### config.mk
export PLATFORM = sky130hd
export DESIGN_NAME = cpe_frame_ctrl
export DESIGN_NICKNAME = d
export VERILOG_FILES = /design/src/rtl/cpe_frame_ctrl.sv
export SDC_FILE = /design/constraint.sdc
export NUM_CORES = 1
export LEC_CHECK = 0
export CAP_MARGIN = 20
export CORE_ASPECT_RATIO = 0.6
export CORE_UTILIZATION = 44
export DETAILED_ROUTE_END_ITERATION = 10
export MAX_ROUTING_LAYER = met4
export PLACE_DENSITY = 0.77
export SLEW_MARGIN = 15
export SYNTH_ARGS = -nofsm -noshare
export SYNTH_HDL_FRONTEND = slang
export SYNTH_SLANG_ARGS = --single-unit
### constraint.sdc
create_clock -name clk -period 1.58 [get_ports clk]
set_input_delay 0.158 -clock clk [delete_from_list [all_inputs] [get_ports clk]]
set_output_delay 0.158 -clock clk [all_outputs]
set_load 0.01 [all_outputs]
### src/rtl/cpe_frame_ctrl.sv
// cpe_frame_ctrl: frames the symbol stream into the CPE estimator,
// flushes it with zeros and gates its results to FRAME_LEN per frame.
//   clk, rst_n       : clock, async active-low reset
//   start, abort     : frame start pulse, synchronous abort
//   s_valid/s_ready  : upstream sample handshake, s_* sample words
//   cpe_en, cpe_*    : registered CPE pipeline enable and inputs
//   cpe_valid        : CPE result valid
//   m_valid, m_last  : gated result valid, last result of frame
//   busy, done       : not idle, normal completion pulse
//   err_timeout      : sticky drain overrun flag
module cpe_frame_ctrl #(
  parameter int WL        = 18,
  parameter int FRAME_LEN = 16200,
  parameter int CPE_LAT   = 8,
  parameter int CNT_W     = 14
) (
  input  logic                 clk,
  input  logic                 rst_n,
  input  logic                 start,
  input  logic                 abort,
  input  logic                 s_valid,
  output logic                 s_ready,
  input  logic signed [WL-1:0] s_re_h,
  input  logic signed [WL-1:0] s_im_h,
  input  logic signed [WL-1:0] s_re_u,
  input  logic signed [WL-1:0] s_im_u,
  output logic                 cpe_en,
  output logic signed [WL-1:0] cpe_re_hi,
  output logic signed [WL-1:0] cpe_im_hi,
  output logic signed [WL-1:0] cpe_re_ui,
  output logic signed [WL-1:0] cpe_im_ui,
  input  logic                 cpe_valid,
  output logic                 m_valid,
  output logic                 m_last,
  output logic                 busy,
  output logic                 done,
  output logic                 err_timeout
);

  typedef enum logic [1:0] {
    IDLE,
    RUN,
    DRAIN,
    DONE
  } state_t;

  localparam logic [CNT_W-1:0] LEN =
    CNT_W'(FRAME_LEN);
  localparam logic [CNT_W-1:0] LEN_M1 =
    CNT_W'(FRAME_LEN - 1);
  localparam logic [CNT_W-1:0] DRN_MAX =
    CNT_W'(CPE_LAT + 4);
  localparam logic [CNT_W-1:0] DRN_LAST =
    CNT_W'(CPE_LAT + 3);
  localparam logic [CNT_W-1:0] ONE =
    CNT_W'(1);

  state_t state, state_n;

  logic [CNT_W-1:0] in_cnt;
  logic [CNT_W-1:0] out_cnt;
  logic [CNT_W-1:0] drain_cnt;

  logic accept;
  logic go;
  logic out_full;
  logic drain_exp;
  logic timeout;

  assign busy    = (state != IDLE);
  assign done    = (state == DONE);
  assign s_ready = (state == RUN) &&
                   (in_cnt < LEN);
  assign accept  = s_valid & s_ready;
  assign go      = (state == IDLE) &
                   start & ~abort;

  assign m_valid = cpe_valid & busy &
                   (out_cnt < LEN);
  assign m_last  = m_valid &
                   (out_cnt == LEN_M1);

  // Completing on m_last lets done follow
  // the final result by exactly one cycle.
  assign out_full  = (out_cnt == LEN) |
                     m_last;
  assign drain_exp = (drain_cnt == DRN_LAST);
  assign timeout   = (state == DRAIN) &
                     drain_exp & ~out_full &
                     ~abort;

  always_comb begin
    state_n = state;
    case (state)
      IDLE: if (start) state_n = RUN;
      RUN: begin
        if (accept && in_cnt == LEN_M1)
          state_n = DRAIN;
      end
      DRAIN: begin
        if (out_full || drain_exp)
          state_n = DONE;
      end
      DONE:    state_n = IDLE;
      default: state_n = IDLE;
    endcase
    if (abort) state_n = IDLE;
  end

  always_ff @(posedge clk or negedge rst_n) begin
    if (!rst_n) state <= IDLE;
    else        state <= state_n;
  end

  always_ff @(posedge clk or negedge rst_n) begin
    if (!rst_n) begin
      in_cnt    <= '0;
      out_cnt   <= '0;
      drain_cnt <= '0;
    end else if (abort || go) begin
      in_cnt    <= '0;
      out_cnt   <= '0;
      drain_cnt <= '0;
    end else begin
      if (accept)
        in_cnt <= in_cnt + ONE;
      if (m_valid)
        out_cnt <= out_cnt + ONE;
      if (state == DRAIN &&
          drain_cnt < DRN_MAX)
        drain_cnt <= drain_cnt + ONE;
    end
  end

  always_ff @(posedge clk or negedge rst_n) begin
    if (!rst_n)       err_timeout <= 1'b0;
    else if (go)      err_timeout <= 1'b0;
    else if (timeout) err_timeout <= 1'b1;
  end

  // Idle enable cycles keep the sample
  // words so the CPE sees stable inputs.
  always_ff @(posedge clk or negedge rst_n) begin
    if (!rst_n) begin
      cpe_en    <= 1'b0;
      cpe_re_hi <= '0;
      cpe_im_hi <= '0;
      cpe_re_ui <= '0;
      cpe_im_ui <= '0;
    end else if (abort) begin
      cpe_en <= 1'b0;
    end else if (accept) begin
      cpe_en    <= 1'b1;
      cpe_re_hi <= s_re_h;
      cpe_im_hi <= s_im_h;
      cpe_re_ui <= s_re_u;
      cpe_im_ui <= s_im_u;
    end else if (state == DRAIN) begin
      cpe_en    <= (state_n == DRAIN);
      cpe_re_hi <= '0;
      cpe_im_hi <= '0;
      cpe_re_ui <= '0;
      cpe_im_ui <= '0;
    end else begin
      cpe_en <= 1'b0;
    end
  end

endmodule

# == Word level (Yosys, flattened, before mapping) ==
# Cells that the tools add are included.
# totals
inputBits,78
register_bits,118
# op_classes
bitwise,12
n_addsub,3
order_cmp,3
n_eq_ne,8
muxes,21
reduce_logical,13
# op_table
op,count
$mux W18,5
$mux W14,6
$add A14 B1 Y14 const B,3
$eq A14 B14 Y1 const B,3
$lt A14 B14 Y1 const B,2
$eq A14 B4 Y1 const B,1
$lt A14 B4 Y1 const B,1
$reduce_bool A2 Y1,6
$and A1 B1 Y1,9
$mux W2,4
$pmux W2 S4,1
$eq A2 B2 Y1 const B,3
$mux W1,5
$logic_and A1 B1 Y1,3
$eq A2 B1 Y1 const B,1
$logic_not A2 Y1,1
$logic_or A1 B1 Y1,2
$not A1 Y1,2
$reduce_and A2 Y1,1
$or A1 B1 Y1,1

# == Longest topological paths before layout ==
# Gate-level depths: netlist (run 1).
# logic_depth
ltp_word,13
mapped_depth,7
mapped_depth_nobuf,6

# == Worst setup path before layout (run 1) ==
# OpenSTA, ideal clock, no wires.
# synth_timing
kind,register to output
from,register out_cnt[7]
to,output port m_last
t_required_ps,1422
setup_slack_ps,-325
path_buffers,0
t_arrival_ps,1747
path_stages_with_launch,4
path_cell_list,dfrtp_1 or4b_1 or3_4 nor4b_1
# synth_via
elab_chain_cells,3
word_cells_on_any_way,4
classes_between,order compare: 1; eq/ne: 1; bitwise: 2
# synth_rtl
element,line,source
start: declaration,61,logic [CNT_W-1:0] out_cnt;
start signal: assignment,128,out_cnt <= out_cnt + ONE;
$lt A14 B14 Y1,79,(out_cnt < LEN);
$and A1 B1 Y1,78,assign m_valid = cpe_valid & busy &
$and A1 B1 Y1 (*),80,assign m_last = m_valid &
end: declaration,34,"output logic m_last,"
# Mark *: on every way between the ends. The rest lies on a longest branch, timed or not.

# == Final worst setup path (run 1) ==
# layout_timing
from,register out_cnt[5]
to,output port m_last
# The elaborated chain is that of the path after synthesis.

==> results.cfg, run 1 <==
[routing]
ant_nets = 0
via_per_inst = 5.09
routedWlPerCell_um = 16.9
drt_iter0_drc = 205
drt-total-wl_um = 16900
dr.pass1.iters = 4
post-route-drc-count = 0
vias = 5084

[worst_setup_path]
crit_slowest_cell = or4b_4
cp_cell_sequence = or4b_4, or3_4, nor4b_4, buf_2
worstSetupStartpointType = flop
cp.required_ns = 1.42
critPathLaunch = out_cnt[5]
cp-end-kind = output pin
worstPathArrival_ns = 2.09
rr_startpoint = out_cnt[5]
crit_fanout = 2
max_stage_delay_ns = 0.54
worstSetupPathType = reg2out

[floorplanning]
die_x_um = 148
die_h_um = 89.9
die_area_sq_um = 13300
fp.coreArea_sq_um = 12300
initial_core_util = 0.461
std_cell_rows = 31
ios = 157

[global_route]
overflow = 0
antenna_found_initial = 0
grt_start_max_net_pins = 44
grtUsageTotal = 0.265
grt_pass1_vias = 5405
use_met3 = 0.0579
use_met2 = 0.433
grt_busiest_layer = met2
grt_pass1_wl_um = 26800
met1_usage = 0.327

[logic_synthesis]
syn-num-nets = 647
synth_top_area_share = 0.521
synthFlopType = dfrtp_1
synth-edff-count = 0
syn_area_sq_um = 5660
netlist_top_cells_area = dfrtp_1, mux2i_1, nand2_1, inv_1, a21oi_1
ys_seq_elements = 118
yosys_warnings = 0
syn_area_per_cell_sq_um = 10.0
postSynth.asyncResetShare = 1.00
yosys.area.top_type = dfrtp_1
yosysSeqAreaShare = 0.521
synth.distinct_cells = 48
syn-instance-count = 565

[power]
irDropWorstVdd_uv = 884
swShare = 0.264
pwr-share-seq = 0.376
p_int_mw = 7.24
combPwrFrac = 0.219
p_switching_mw = 2.59
power_leakage_nw = 4.79
powerDensity_nw_per_um2 = 1060
pwr-share-clk = 0.405
p_total_mw = 9.84

[finish]
layout-drive-gt1-share = 0.260
utilization = 0.757
n_antenna_cell = 0
area_growth_pct = 64.3
nNetsFinal = 903
fin_cells = 999

[timing]
finalMaxSlewViolations = 0
fin_ws_ns = -0.664
hold_viol_final = 0
finalCriticalPeriod_ns = 2.24
max_freq_ghz = 0.446
rsz0062_at_grt = yes
tns_ns = -23.55
relSlewSlack = 0.616
period_share = 1.42
skew_ns = 0.00957
worst_hold_slack_ns = 0.203
worst_slew_pin_slew_ns = 0.573
setup_viol = 106

[placed_design]
dp.cells = 929
dp_hpwl_um = 10600
io_buffers = 156
gp_congestion = 0.855

[clocking]
clkLatencyLatePin_ns = 0.40
cts_buffer_depth = 2
cts_tree = built
htreeDepth = 4
clk_pin_slew_ns = 0.06
clock-root-buffer = clkbuf_16
cts-buffers-inserted = 17
clock-sinks = 118

[run]
cap_violations = 0

[min_path]
hold_path.class = in2async

[run_status]
violations = negative setup slack
outcome = complete, but fails checks
-- cell usage after synthesis (all sizes together) (4+ instances only) --
library cell    n
buf            17
nor4            4
clkbuf         14
nor3b           4
nand2          89
o21ai          17
mux2i          75
ha              4
or3            17
or4             8
o211ai          4
nor2           12
nand3          14
and3            5
dfrtp         118
a21oi          22
inv            78
nand4           7
and2           13
o31ai           9
-- cells by family after synthesis --
| logic type | Yosys count | share of synthesized area |
|---|---|---|
| compound gates | 65 | 0.0742 |
| fa+ha+maj | 4 | 0.00884 |
| buf+inv | 109 | 0.0853 |
| flops | 118 | 0.521 |
| mux | 76 | 0.135 |
| simple gates | 193 | 0.176 |
-- what timing repair did --
action,in CTS,in global routing
hold buffers,1,0
gates resized for setup,72,56
cloned,8,0
hold endpoints to repair,62,0
endpoints found under the setup margin,108,112
pin swaps,37,30
buffers inserted,22,15
-- sequential cells by signal, summed over array words and instances (netlist names) --
| name | cells |
|---|---|
| cpe_im_hi | 18 |
| cpe_im_ui | 18 |
| cpe_re_hi | 18 |
| cpe_re_ui | 18 |
| drain_cnt | 14 |
| in_cnt | 14 |
| out_cnt | 14 |
| state | 2 |
| cpe_en | 1 |
| err_timeout | 1 |
-- final timing paths --
| path | to | slack, ns | depth (start not counted) |
|---|---|---|---|
| max | m_last | -0.66 | 4 |
| min | out_cnt[13] | 0.20 | 2 |
| max reg2reg | state[0] | -0.42 | 6 |
| min reg2reg | drain_cnt[12] | 0.49 | 1 |
| max in group asynchronous | drain_cnt[5] | 0.80 | 3 |
| min in group clk | cpe_im_hi[16] | 0.29 | 3 |
-- power by group through the flow --
stage / Combinational, mW / Clock [mW] / Sequential (mW)
2_1_floorplan: 0.512 / 0 / 3.93
3_3_place_gp: 2.01 / 0 / 3.72
3_5_place_dp: 2.07 / 0 / 3.74
4_1_cts: 2.14 / 4.03 / 3.70
5_1_grt: 2.32 / 4.16 / 3.75
6_report: 2.15 / 3.99 / 3.70
-- routing by layer --
| layer | share of wire | vias up |
|---|---|---|
| met5 | 0 | - |
| met4 | 0.016 | 0 |
| met3 | 0.045 | 20 |
| met2 | 0.50 | 147 |
| met1 | 0.44 | 2520 |
| li1 | - | 2397 |
-- worst max-delay path, delay by kind of cell, from the launching register on --
kind	cells	cell delay, ns
and+or+nand+nor	3	1.14
DFF	1	0.38
buffers and inverters	1	0.16
-- layout by cell type, fill, tap and decap left out, types with 5 or more instances in the layout --
cell / Yosys / routed
buf_12: 0 / 9
o21ai_0: 17 / 15
mux2i_1: 75 / 74
nand2_1: 89 / 86
a21oi_2: 0 / 12
inv_1: 78 / 78
or3_1: 16 / 10
buf_4: 1 / 76
nor2_1: 12 / 11
nand4_1: 6 / 6
o31ai_1: 8 / 6
clkbuf_16: 0 / 17
and2_1: 13 / 13
or4_4: 0 / 5
a21oi_1: 22 / 9
dfrtp_1: 118 / 116
or3_4: 1 / 8
nand3_1: 14 / 12
buf_6: 8 / 22
clkdlybuf4s50_1: 0 / 150
-- stage by stage --
step | setup slack (ns) | instance area (sq um)
6_report | -0.664 | 9310
5_1_grt | -0.713 | 9310
4_1_cts | -0.666 | 9080
3_5_place_dp | -0.656 | 7920
3_3_place_gp | -0.663 | 7920
2_1_floorplan | -0.157 | 5740
-- cell type report --
class / instances / area, sq um
repair buffers: 267 / 2650
fillers: 782 / 2990
flip-flops and latches: 118 / 2960
inverters: 78 / 293
clock inverters: 14 / 175
multi-input cells: 339 / 2590
clock buffers: 18 / 439
well taps: 165 / 206
Power figures use the tool's default switching activity.
==> inputs of run 2 (changes only) <==
- clock period: 1.58 -> 2 ns (I/O delays scaled with it)
==> run 2 against run 1 <==
Hold slack gained 0.084 ns. Critical endpoint unchanged. Critical path type unchanged. The run still ends with negative setup slack left. Setup slack gained 0.40 ns. Combinational power is 26% lower. First-iteration DRC count grew 4.4%.
==> results.cfg, run 2 (synthesis results as in run 1) <==
[worst_setup_path]
cp.required_ns = 1.80
crit_fanout = 2
r2r_cells = 7
worstSetupPathType = reg2out
reg2reg_to = out_cnt[9]
worstSetupStartpointType = flop
cp-end-kind = output pin
r2r_slack_ns = 0.05
rr_startpoint = out_cnt[4]
worstPathArrival_ns = 2.06

[timing]
rsz0062_at_grt = yes
worst_hold_slack_ns = 0.288
setup_viol = 1
hold_viol_final = 0
period_share = 1.13
worst_slew_pin_slew_ns = 0.465
fin_ws_ns = -0.260
skew_ns = 0.00842
finalCriticalPeriod_ns = 2.26
relSlewSlack = 0.688
finalMaxSlewViolations = 0
max_freq_ghz = 0.443

[clocking]
clkLatencyLatePin_ns = 0.41
cts-buffers-inserted = 17
htreeDepth = 4
clock-sinks = 118
clock-root-buffer = clkbuf_16
cts_tree = built
clk_pin_slew_ns = 0.06
cts_buffer_depth = 2

[min_path]
hold_path.class = in2async

[finish]
fin_cells = 930
layout-drive-gt1-share = 0.129
final_common_cell = clkdlybuf4s50_1
nNetsFinal = 834
layout_common_cells = clkdlybuf4s50_1, dfrtp_1, nand2_1
n_antenna_cell = 0
area_growth_pct = 47.2

[global_route]
grt_start_max_net_pins = 70
grt_pass1_wl_um = 23500
use_met3 = 0.0482
grtUsageTotal = 0.231
grt_busiest_layer = met2
use_met2 = 0.370
grt_pass1_vias = 4753
antenna_found_initial = 0
overflow = 0
met1_usage = 0.293

[power]
power_leakage_nw = 4.36
swShare = 0.248
p_switching_mw = 1.95
pwr-share-clk = 0.425
powerDensity_nw_per_um2 = 942
p_int_mw = 5.90
pwr-share-seq = 0.371
irDropWorstVdd_uv = 717
combPwrFrac = 0.203

[floorplanning]
initial_core_util = 0.461
die_x_um = 148
die_h_um = 89.9
die_area_sq_um = 13300
ios = 157
fp.coreArea_sq_um = 12300
std_cell_rows = 31

[routing]
dr.pass1.iters = 5
post-route-drc-count = 0
drt_iter0_drc = 214
via_per_inst = 5.05
routedWlPerCell_um = 15.5
vias = 4700
ant_nets = 0
drt-total-wl_um = 14500

[placed_design]
io_buffers = 156
dp_hpwl_um = 10000
gp_congestion = 0.822
dp.cells = 893

[run]
cap_violations = 0

[run_status]
violations = negative setup slack
outcome = complete, but fails checks
-- run 2: changes by cell type in the layout (fill, tap and decap cells not counted), moves of 4 or more --
cell and delta:
a21oi_1 +11, or3_1 +5, buf_4 -38, a21oi_2 -10, or3_4 -6, buf_6 -22
buf_12 -4
-- run 2: worst max-delay path by stage --
stage                    start     end  slack [ns]  cells after the start
floorplan           out_cnt[7]  m_last        0.05                      3
global placement    out_cnt[7]  m_last       -0.38                      4
detailed placement  out_cnt[7]  m_last       -0.38                      4
CTS                 out_cnt[4]  m_last       -0.33                      4
global route        out_cnt[5]  m_last       -0.34                      4
finish              out_cnt[5]  m_last       -0.26                      4
-- run 2: per-stage QoR --
stage | setup TNS, ns | power (mW) | utilization | instance area [sq um] | setup WS, ns
floorplan | 0 | 3.50 | - | 5660 | 0.0528
global placement | -0.382 | 4.50 | 0.618 | 7590 | -0.382
detailed placement | -0.436 | 4.57 | 0.618 | 7590 | -0.385
CTS | -0.327 | 7.94 | 0.673 | 8280 | -0.327
global route | -0.375 | 8.21 | 0.678 | 8340 | -0.336
finish | -0.260 | 7.86 | 0.678 | 8340 | -0.260
-- run 2: area by class of cell --
class,instances,area [sq um]
inverter,78,293
multi-input combinational,338,2300
clock buffer,19,443
sequential,118,2950
fill,921,3960
clock inverter,13,204
tap,165,206
timing repair buffer,199,1940
-- run 2: power by group through the flow --
stage                     Clock, mW  Combinational [mW]  Sequential, mW
final                          3.34                1.60            2.92
after global routing           3.52                1.72            2.96
after CTS                      3.40                1.62            2.92
after detailed placement          0                1.61            2.96
after global placement            0                1.57            2.93
after floorplan                   0               0.399            3.10
-- run 2: metal layers --
| layer | routed length [um] | up-vias |
|---|---|---|
| met4 | 163 | 0 |
| met5 | 0 | - |
| met3 | 742 | 20 |
| met2 | 6960 | 163 |
| li1 | - | 2272 |
| met1 | 6590 | 2245 |
-- run 2: worst max-delay path, cell delays in order, from the launching register on --
cell	delay, ns
dfrtp_1	0.37
or4b_1	0.53
or3_4	0.37
nor4b_4	0.22
buf_2	0.17
-- run 2: what timing repair did --
item,CTS,global route
resized for setup,14,9
setup endpoints to repair,3,12
hold buffers,1,0
hold endpoints to repair,31,0
setup buffers,1,3
pin swaps,1,5
==> inputs of run 3 (changes only) <==
- CAP_MARGIN: 20 -> 10
==> results of run 3 <==
No change in the layout: final DEF, timing and power equal those of run 2.
==> variant, RTL diff (config.mk and constraints of run 3) <==
Re-encode `state_t` (4 states) as Gray code, 2 bits wide.
--- a/src/rtl/cpe_frame_ctrl.sv
+++ b/src/rtl/cpe_frame_ctrl.sv
@@ -40,6 +40,6 @@
   typedef enum logic [1:0] {
-    IDLE,
-    RUN,
-    DRAIN,
-    DONE
+    IDLE  = 2'b00,
+    RUN   = 2'b01,
+    DRAIN = 2'b11,
+    DONE  = 2'b10
   } state_t;
Formal check against the unedited RTL: same outputs for any inputs over 4 cycles, from zero or initial values and one cycle with rst_n low; so few cycles prove little.
==> variant against run 3 <==
The run still ends with negative setup slack left. First-iteration DRC count rose by 21%. Area after synthesis down 1.2%. Highest routed layer unchanged. Worst setup slack gained 90 ps. Total power fell by 0.47%. Wire length decreased by 0.71%. Sequential cell count stayed put. Final area shrank 1.5%. Non-clock buffer count is 10 lower. Synthesized cell count is 0.35% higher. Worst hold slack gained 22 ps. Final cell count down 0.75%. Critical path type unchanged. Largest power group unchanged. Largest cell class unchanged. Count of clock-buffer cells in the layout did not move. Utilization is 0.57 points lower.
==> variant: results <==
group,metric,value,unit
grt,grt_use_met2,35.2,%
status,violations,"negative setup slack",
setup_path,cp.arrival,1970,ps
setup_path,rr_endpoint,"drain_cnt[0]",
final_layout,drive_gt1_share,10.9,%
setup_path,r2r_start,"drain_cnt[12]",
setup_path,worstSetupStartpoint,"out_cnt[7]",
power,vdd.ir_drop.worst,0.000624,V
setup_path,cp_max_fo,2,
grt,grt_pass1_wl,22700,µm
place,portBuffers,156,
timing,skew,8.73,ps
grt,grt_start_max_net_pins,48,
place,gp_congestion,0.922,
status,status,"finished, violations left",
setup_path,reg2reg_slack,20,ps
setup_path,reg2reg_depth,4,
synthesis,yosys-top-cells-area,"dfrtp_1, mux2i_1, nand2_1",
grt,track_usage,23.0,%
timing,worst_slack,-170,ps
routing,wl,14400,µm
synthesis,synthDistinctLibCells,47,
routing,vias,4719,
synthesis,syn_avg_cell_area,9.87,µm²
synthesis,ys_seq_area_share,52.8,%
power,p_leak,4.25,nW
timing,max-slew-margin-rel,65.9,%
routing,dr.first_iter.drc_count,259,
routing,first_pass_iters,4,
grt,grt_pass1_vias,4604,
synthesis,syn_nets,649,
synthesis,synthTopCellsByCount,"dfrtp_1, nand2_1, inv_1",
routing,via_per_inst,5.11,
place,dp_hpwl,10200,µm
place,dp.cells,890,
grt,grtUsageMet3,5.15,%
timing,hold_ws,309,ps
clock_tree,cts_setup_buffers,0,
timing,finalSetupViolCount,1,
min_path,hold_path_class,"in -> async",
grt,grt_use_met1,30.0,%
place,pre_cts_ws,-380,ps
final_layout,nets,827,
==> variant: final cells by class <==
class                      count  area [µm²]
timing repair buffer         189        1880
clock buffer                  19         443
multi-input combinational    337        2240
clock inverter                13         180
tap                          165         206
sequential                   118        2950
inverter                      82         308
fill                         955        4010
==> variant: cells by family after synthesis <==
logic type / Yosys count / share of synthesized area, %
compound gates: 61 / 7.22
fa+ha+maj: 4 / 0.894
simple gates: 196 / 17.5
buf+inv: 112 / 8.05
flops: 118 / 52.8
mux: 76 / 13.6
==> variant: worst max-delay path by stage <==
stage          slack, ps      to  cells past startpoint
2_1_floorplan         80  m_last                      3
3_3_place_gp        -320  m_last                      4
3_5_place_dp        -380  m_last                      4
4_1_cts             -200  m_last                      4
5_1_grt             -250  m_last                      4
6_report            -170  m_last                      4
==> variant: critical path, cell delays in order (launching register included) <==
cell and delay (ps):
dfrtp_1 380, or4b_4 530, or3_4 360, nor4_4 130, buf_2 170
==> variant: layer usage <==
metal | share of wire [%] | vias to the layer above
met5 | 0 | -
li1 | - | 2246
met1 | 46 | 2329
met4 | 1.2 | 0
met3 | 4.6 | 14
met2 | 48 | 130
==> variant: per-stage QoR <==
step,area [µm²],TNS [ps]
floorplan,5600,0
global placement,7540,-324
detailed placement,7540,-380
CTS,8190,-206
global route,8210,-279
finish,8210,-170
==> variant: report_power, final <==
| part | internal [mW] | switching [mW] |
|---|---|---|
| logic | 0.974 | 0.723 |
| clock network | 2.11 | 1.07 |
| registers | 2.74 | 0.201 |
==> variant: repair_timing <==
item,CTS,global route
endpoints found under the setup margin,3,4
gates cloned,0,0
hold buffers,1,0
gates resized for setup,12,6
pin swaps,0,4
hold endpoints to repair,36,0
